## src/rtl/dec_1m2s_pkg.sv

```systemverilog
// Shared types and decode helper for the one-initiator / two-target MemSplit32 splitter.
package dec_1m2s_pkg;

  typedef logic [0:0] dec_tag_t;

  localparam dec_tag_t SEL_S0 = 1'b0;
  localparam dec_tag_t SEL_S1 = 1'b1;

  function automatic dec_tag_t decode_sel(input logic [31:0] addr,
                                          input logic [31:0] base,
                                          input logic [31:0] mask);
    return ((addr & mask) == base) ? SEL_S1 : SEL_S0;
  endfunction

endpackage

```

## src/rtl/dec_1m2s_if.sv

```systemverilog
// MemSplit32 bus: split request (req/we/addr/be/wdata -> ack) and response (resp/rdata) channels.
interface dec_1m2s_if;

  logic        req;
  logic        we;
  logic [31:0] addr;
  logic [3:0]  be;
  logic [31:0] wdata;
  logic        ack;
  logic        resp;
  logic [31:0] rdata;

  modport master (output req, we, addr, be, wdata, input  ack, resp, rdata);
  modport slave  (input  req, we, addr, be, wdata, output ack, resp, rdata);

endinterface

```

## src/rtl/dec_1m2s_tag_fifo.sv

```systemverilog
// Synchronous tag FIFO remembering which target owns each outstanding read, oldest at dout_o.
module dec_1m2s_tag_fifo #(
  parameter int  DEPTH = 4,
  parameter type T     = logic,
  localparam int PTR_W = $clog2(DEPTH),
  localparam int CNT_W = PTR_W + 1
) (
  input  logic             clk_i,
  input  logic             rst_i,
  input  logic             push_i,
  input  T                 din_i,
  input  logic             pop_i,
  output T                 dout_o,
  output logic             full_o,
  output logic             empty_o,
  output logic [CNT_W-1:0] count_o
);

  T                 mem_q [DEPTH];
  logic [PTR_W-1:0] wr_ptr_q;
  logic [PTR_W-1:0] rd_ptr_q;
  logic [CNT_W-1:0] count_q;
  logic             do_push;
  logic             do_pop;

  assign full_o  = (count_q == CNT_W'(DEPTH));
  assign empty_o = (count_q == '0);
  assign count_o = count_q;
  assign dout_o  = mem_q[rd_ptr_q];
  assign do_push = push_i & ~full_o;
  assign do_pop  = pop_i & ~empty_o;

  always_ff @(posedge clk_i or negedge rst_i) begin
    if (!rst_i) begin
      // NOTE: the storage array is reset too, so a stale tag can never surface at dout_o.
      for (int i = 0; i < DEPTH; i++) mem_q[i] <= '0;
      wr_ptr_q <= '0;
      rd_ptr_q <= '0;
      count_q  <= '0;
    end else begin
      // NOTE: non-blocking updates keep every register sampling pre-edge values.
      if (do_push) begin
        mem_q[wr_ptr_q] <= din_i;
        wr_ptr_q        <= wr_ptr_q + PTR_W'(1);
      end
      if (do_pop) rd_ptr_q <= rd_ptr_q + PTR_W'(1);
      case ({do_push, do_pop})
        2'b10:   count_q <= count_q + CNT_W'(1);
        2'b01:   count_q <= count_q - CNT_W'(1);
        default: count_q <= count_q;
      endcase
    end
  end

endmodule

```

## src/rtl/dec_1m2s.sv

```systemverilog
// Address decoder: routes one initiator to s0 (default) or s1 (decoded window), returns reads in order.
module dec_1m2s
  import dec_1m2s_pkg::*;
#(
  parameter logic [31:0] S1_BASE  = 32'h8000_0000,
  parameter logic [31:0] S1_MASK  = 32'hF000_0000,
  parameter int          RD_DEPTH = 4
) (
  input logic        clk_i,
  input logic        rst_i,
  dec_1m2s_if.slave  m,
  dec_1m2s_if.master s0,
  dec_1m2s_if.master s1
);

  localparam int CNT_W = $clog2(RD_DEPTH) + 1;

  dec_tag_t         sel;
  dec_tag_t         head_tag;
  dec_tag_t         last_tag_q;
  logic             rd_req;
  logic             stall;
  logic             push;
  logic             pop;
  logic             fifo_full;
  logic             fifo_empty;
  logic             head_s0;
  logic             head_s1;
  logic             resp_dropped;
  logic [CNT_W-1:0] fifo_count;

  assign sel    = decode_sel(m.addr, S1_BASE, S1_MASK);
  assign rd_req = m.req & ~m.we;
  // A read may only join reads already in flight to the same target, so responses never reorder.
  assign stall  = rd_req & (fifo_full | (~fifo_empty & (sel != last_tag_q)));

  always_comb begin
    // NOTE: defaults first, so every output is assigned on every path and no latch is inferred.
    s0.req = 1'b0; s0.we = 1'b0; s0.addr = '0; s0.be = '0; s0.wdata = '0;
    s1.req = 1'b0; s1.we = 1'b0; s1.addr = '0; s1.be = '0; s1.wdata = '0;
    if (!stall) begin
      if (sel == SEL_S1) begin
        s1.req = m.req; s1.we = m.we; s1.addr = m.addr; s1.be = m.be; s1.wdata = m.wdata;
      end else begin
        s0.req = m.req; s0.we = m.we; s0.addr = m.addr; s0.be = m.be; s0.wdata = m.wdata;
      end
    end
  end

  assign m.ack = ~stall & ((sel == SEL_S1) ? s1.ack : s0.ack);
  assign push  = rd_req & m.ack;

  assign head_s0 = ~fifo_empty & (head_tag == SEL_S0);
  assign head_s1 = ~fifo_empty & (head_tag == SEL_S1);
  assign m.resp  = (head_s0 & s0.resp) | (head_s1 & s1.resp);
  assign m.rdata = (head_s0 & s0.resp) ? s0.rdata :
                   (head_s1 & s1.resp) ? s1.rdata : 32'h0;
  assign pop     = m.resp;

  // Response from a target that does not own the head read; discarded, visible for debug.
  assign resp_dropped = (s0.resp & ~head_s0) | (s1.resp & ~head_s1);

  always_ff @(posedge clk_i or negedge rst_i) begin
    if (!rst_i)    last_tag_q <= SEL_S0;
    else if (push) last_tag_q <= sel;
  end

  dec_1m2s_tag_fifo #(
    .DEPTH (RD_DEPTH),
    .T     (dec_tag_t)
  ) u_fifo (
    .clk_i   (clk_i),
    .rst_i   (rst_i),
    .push_i  (push),
    .din_i   (sel),
    .pop_i   (pop),
    .dout_o  (head_tag),
    .full_o  (fifo_full),
    .empty_o (fifo_empty),
    .count_o (fifo_count)
  );

  logic unused_ok;
  assign unused_ok = ^{fifo_count, resp_dropped};

endmodule

```

## src/flat_wrapper.sv

```systemverilog
// flat-port wrapper written by rule: the top's interface ports become plain ports
module dec_1m2s_flat import dec_1m2s_pkg::*;
#(
  parameter logic [31:0] S1_BASE  = 32'h8000_0000,
  parameter logic [31:0] S1_MASK  = 32'hF000_0000,
  parameter int          RD_DEPTH = 4
)
  (clk_i, rst_i, m_req, m_we, m_addr, m_be, m_wdata, m_ack, m_resp, m_rdata, s0_req, s0_we, s0_addr, s0_be, s0_wdata, s0_ack, s0_resp, s0_rdata, s1_req, s1_we, s1_addr, s1_be, s1_wdata, s1_ack, s1_resp, s1_rdata);
  dec_1m2s_if m_i ();
  dec_1m2s_if s0_i ();
  dec_1m2s_if s1_i ();
  input logic clk_i;
  input logic rst_i;
  input wire logic [$bits(m_i.req)-1:0] m_req;
  input wire logic [$bits(m_i.we)-1:0] m_we;
  input wire logic [$bits(m_i.addr)-1:0] m_addr;
  input wire logic [$bits(m_i.be)-1:0] m_be;
  input wire logic [$bits(m_i.wdata)-1:0] m_wdata;
  output wire logic [$bits(m_i.ack)-1:0] m_ack;
  output wire logic [$bits(m_i.resp)-1:0] m_resp;
  output wire logic [$bits(m_i.rdata)-1:0] m_rdata;
  output wire logic [$bits(s0_i.req)-1:0] s0_req;
  output wire logic [$bits(s0_i.we)-1:0] s0_we;
  output wire logic [$bits(s0_i.addr)-1:0] s0_addr;
  output wire logic [$bits(s0_i.be)-1:0] s0_be;
  output wire logic [$bits(s0_i.wdata)-1:0] s0_wdata;
  input wire logic [$bits(s0_i.ack)-1:0] s0_ack;
  input wire logic [$bits(s0_i.resp)-1:0] s0_resp;
  input wire logic [$bits(s0_i.rdata)-1:0] s0_rdata;
  output wire logic [$bits(s1_i.req)-1:0] s1_req;
  output wire logic [$bits(s1_i.we)-1:0] s1_we;
  output wire logic [$bits(s1_i.addr)-1:0] s1_addr;
  output wire logic [$bits(s1_i.be)-1:0] s1_be;
  output wire logic [$bits(s1_i.wdata)-1:0] s1_wdata;
  input wire logic [$bits(s1_i.ack)-1:0] s1_ack;
  input wire logic [$bits(s1_i.resp)-1:0] s1_resp;
  input wire logic [$bits(s1_i.rdata)-1:0] s1_rdata;
  assign m_i.req = m_req;
  assign m_i.we = m_we;
  assign m_i.addr = m_addr;
  assign m_i.be = m_be;
  assign m_i.wdata = m_wdata;
  assign m_ack = m_i.ack;
  assign m_resp = m_i.resp;
  assign m_rdata = m_i.rdata;
  assign s0_req = s0_i.req;
  assign s0_we = s0_i.we;
  assign s0_addr = s0_i.addr;
  assign s0_be = s0_i.be;
  assign s0_wdata = s0_i.wdata;
  assign s0_i.ack = s0_ack;
  assign s0_i.resp = s0_resp;
  assign s0_i.rdata = s0_rdata;
  assign s1_req = s1_i.req;
  assign s1_we = s1_i.we;
  assign s1_addr = s1_i.addr;
  assign s1_be = s1_i.be;
  assign s1_wdata = s1_i.wdata;
  assign s1_i.ack = s1_ack;
  assign s1_i.resp = s1_resp;
  assign s1_i.rdata = s1_rdata;
  dec_1m2s #(.S1_BASE(S1_BASE), .S1_MASK(S1_MASK), .RD_DEPTH(RD_DEPTH)) u_core (.clk_i(clk_i), .rst_i(rst_i), .m(m_i), .s0(s0_i), .s1(s1_i));
endmodule
```

## config.mk

```make
export PLATFORM = sky130hd
export DESIGN_NAME = dec_1m2s_flat
export DESIGN_NICKNAME = d
export VERILOG_FILES = /design/src/rtl/dec_1m2s_pkg.sv /design/src/rtl/dec_1m2s_if.sv /design/src/rtl/dec_1m2s_tag_fifo.sv /design/src/rtl/dec_1m2s.sv /design/src/flat_wrapper.sv
export SDC_FILE = /design/constraint.sdc
export NUM_CORES = 1
export LEC_CHECK = 0
export CAP_MARGIN = 20
export CORE_AREA = 3 3 122 124
export CTS_BUF_LIST = sky130_fd_sc_hd__clkbuf_8
export CTS_CLUSTER_DIAMETER = 80
export DETAILED_ROUTE_END_ITERATION = 12
export DIE_AREA = 0 0 125 127
export PLACE_DENSITY_LB_ADDON = 0.2
export SLEW_MARGIN = 10
export SYNTH_ARGS = -nofsm -noshare
export SYNTH_HDL_FRONTEND = slang
export SYNTH_SLANG_ARGS = --single-unit
export TNS_END_PERCENT = 10
```

## constraint.sdc

```tcl
create_clock -name clk_i -period 3.1 [get_ports clk_i]
set_input_delay 0.62 -clock clk_i [delete_from_list [all_inputs] [get_ports clk_i]]
set_output_delay 0.62 -clock clk_i [all_outputs]
set_load 0.01 [all_outputs]
```

==> results of run 1 <==
-- power by group through the flow --
stage,logic [mW],registers [mW],clock network [mW]
CTS,1.35,0.279,0.149
global route,1.48,0.288,0.156
detailed placement,1.43,0.282,0
floorplan,0.643,0.265,0
finish,1.37,0.279,0.142
global placement,1.40,0.278,0
-- flip-flops by register name, summed over array words and instances (netlist names) --
signal and cells:
u_core.u_fifo.wr_ptr_q 2, u_core.u_fifo.mem_q 4, u_core.u_fifo.count_o 3, u_core.u_fifo.rd_ptr_q 2, u_core.last_tag_q 1
-- final cells by class --
class	count	area, µm²	area share (%)
well taps	180	225	4.07
repair buffers	335	3290	59.5
clock buffers	3	41.3	0.747
multi-input cells	225	1650	29.9
inverters	6	22.5	0.407
flip-flops and latches	12	300	5.43
-- synthesized netlist by cell type, types with 2 or more instances --
cell	instances
and2_1	68
and3_1	67
a22o_1	32
clkbuf_1	28
dfrtp_1	12
mux2_2	8
mux2i_1	7
inv_1	6
nand2_1	6
ha_1	5
nor2b_1	5
a211oi_1	4
buf_4	3
nor2_1	3
o21ai_0	2
or2_2	2
xnor2_1	2
xor2_1	2
-- timing repair --
item                                    4_1_cts  5_1_grt
buffers inserted                              2        2
endpoints found under the setup margin      142       60
pin swaps                                     1        2
resized for setup                            85        2
cloned                                        0        2
-- layer usage --
| layer | part of all wire [%] | wire [µm] | vias up | global-route usage (%) |
|---|---|---|---|---|
| li1 | - | - | 1583 | - |
| met1 | 38 | 4840 | 1476 | 15.5 |
| met2 | 54 | 6850 | 171 | 28.5 |
| met5 | 0 | 0 | - | 0 |
| met4 | 0.50 | 64 | 0 | 2.10 |
| met3 | 7.7 | 986 | 4 | 3.43 |
-- kinds of logic after synthesis --
| group | share of synthesized area [%] |
|---|---|
| other | 0.182 |
| muxes | 7.77 |
| buffers and inverters | 7.71 |
| adders and majority gates | 4.01 |
| AOI/OAI and AO/OA | 17.6 |
| DFF | 14.6 |
| xor gates and xnor gates | 1.70 |
| and+or+nand+nor | 46.4 |
-- worst max-delay path, cell delays in order --
cell	delay [ps]
clkdlybuf4s50_1	490
nor2b_1	80
buf_4	150
a31oi_4	210
buf_12	170
and2_1	130
clkdlybuf4s50_1	530
-- stage by stage --
stage,area (µm²),setup WS (ps)
final,5530,86.4
after global routing,5530,11.6
after CTS,5460,-83.0
after detailed placement,5480,-305
after global placement,5480,-278
after floorplan,2070,314
-- worst min-delay path by stage --
stage / from / endpoint / slack (ps) / cells after the start
after floorplan: rst_i / u_core.last_tag_q / 320 / 0
after global placement: u_core.u_fifo.count_o[2] / u_core.u_fifo.count_o[2] / 450 / 1
after detailed placement: u_core.u_fifo.count_o[2] / u_core.u_fifo.count_o[2] / 460 / 1
after CTS: u_core.u_fifo.count_o[2] / u_core.u_fifo.count_o[2] / 470 / 1
after global routing: u_core.u_fifo.count_o[2] / u_core.u_fifo.count_o[2] / 490 / 1
final: u_core.u_fifo.count_o[2] / u_core.u_fifo.count_o[2] / 470 / 1
==> flow_metrics.env, run 1 <==
export IMPL_status="complete, no violations"
export IMPL_tns_ps=0
export IMPL_die_h_um=127
export IMPL_area_growth_pct=168
export IMPL_grt_first_pass_wirelength_mm=18.5
export IMPL_clk_pin_slew_ps=50
export IMPL_tightest_slew_ps=609
export IMPL_vias=3234
export IMPL_yosysTopAreaCell="and2_1"
export IMPL_ys_flop_type="dfrtp_1"
export IMPL_die_width_um=125
export IMPL_final_core_util_pct=39.8
export IMPL_finClkSkew_ps=6.74
export IMPL_crit_path_max_fanout=16
export IMPL_root_buffer="clkbuf_8"
export IMPL_grt_total_usage_pct=14.3
export IMPL_fin_crit_ps=3010
export IMPL_fin_nets=729
export IMPL_antenna_found_initial=0
export IMPL_postSynthCellCount=274
export IMPL_wl_per_cell_um=16.7
export IMPL_netlist_cell_type_count=30
export IMPL_drt_iter0_markers=89
export IMPL_reg2reg_depth=11
export IMPL_synthTopCellsByArea="and2_1 (21%), and3_1 (20%), dfrtp_1 (15%)"
export IMPL_fmax_ghz=0.332
export IMPL_r2r_slack_ps=530
export IMPL_vdd_drop_max_uv=203
export IMPL_clockPowerShare_pct=7.9
export IMPL_n_fill_cell=1429
export IMPL_dp_cells=752
export IMPL_layout_common_cells="clkdlybuf4s50_1 (230), dlygate4sd2_1 (80), and2_1 (68)"
export IMPL_initial_utilization_pct=14.8
export IMPL_path_class="input pin to output pin"
export IMPL_drc_errors=0
export IMPL_async_flop_share_pct=100
export IMPL_synth_seq_cells=12
export IMPL_place_gp_congestion=0.816
export IMPL_yosys_warnings=0
export IMPL_required_ps=2480
export IMPL_power_mw=1.79
export IMPL_combPwrFrac_pct=76.5
export IMPL_power_leakage_nw=2.57
export IMPL_cts_buffers=3
export IMPL_drtPass1Iterations=4
export IMPL_clock_latency_ps=240
export IMPL_htree_levels=1
export IMPL_avgSynthCellArea_um2=7.52
export IMPL_grt_pass1_vias=3209
export IMPL_synth_seq_area_share_pct=14.6
export IMPL_ant_nets=0
export IMPL_crit_start="m_we"
export IMPL_endpoint_kind="output pin"
export IMPL_p_int_mw=1.08
export IMPL_viasPerCell=4.25
export IMPL_switching_share_pct=39.6
export IMPL_grt_max_degree=65
export IMPL_start_kind="input pin"
export IMPL_cts_hold_buf=0
export IMPL_cts_sinks=12
export IMPL_slew_violations=0
export IMPL_post_route_period_util_pct=97.2
export IMPL_seqPwrFrac_pct=15.6
export IMPL_finalSetupViolCount=0
export IMPL_dieArea_um2=15900
export IMPL_io_buffers=310
export IMPL_final_hold_violation_count=0
export IMPL_io_pins=314
export IMPL_n_antenna_cell=0
export IMPL_instances_no_fill=761
export IMPL_wirelength_mm=12.7
export IMPL_grt_overflow=0
export IMPL_row_count=43
export IMPL_cap_viol_max_count=0
export IMPL_drive_above_1_share_pct=7.75
export IMPL_r2r_end="u_core.u_fifo.count_o[2]"
export IMPL_timing_slew_headroom_pct=59.3
export IMPL_netlist_area_leader_share_pct=20.6
export IMPL_synth_cell_area_um2=2060
export IMPL_hold_class="register to register"
export IMPL_dp_hpwl_mm=10.4
export IMPL_hold_slack_ps=475
export IMPL_core_um2=13900
export IMPL_crit_arrival_ps=2390
export IMPL_final_common_cell="clkdlybuf4s50_1"
export IMPL_cts_tree="yes"
export IMPL_rsz0062_at_grt="false"
export IMPL_r2r_start="u_core.u_fifo.rd_ptr_q[1]"
export IMPL_p_switching_uw=709
export IMPL_synth_edf_count=0
export IMPL_ctsLongestPathBuffers=2
export IMPL_p_per_area_nw_per_um2=324
export IMPL_critPathCapture="s0_addr[26]"
(Power assumes the default switching activity.)
==> run 2: changes to the inputs <==
Settings changed: ABC_CLOCK_PERIOD_IN_PS set to 3100.
==> results of run 2 <==
Final layout, timing and power as in run 1 (identical DEF).
==> run 3: changes to the inputs <==
Settings changed: CTS_CLUSTER_SIZE set to 14.
==> results of run 3 <==
Final layout, timing and power as in run 1 (identical DEF).
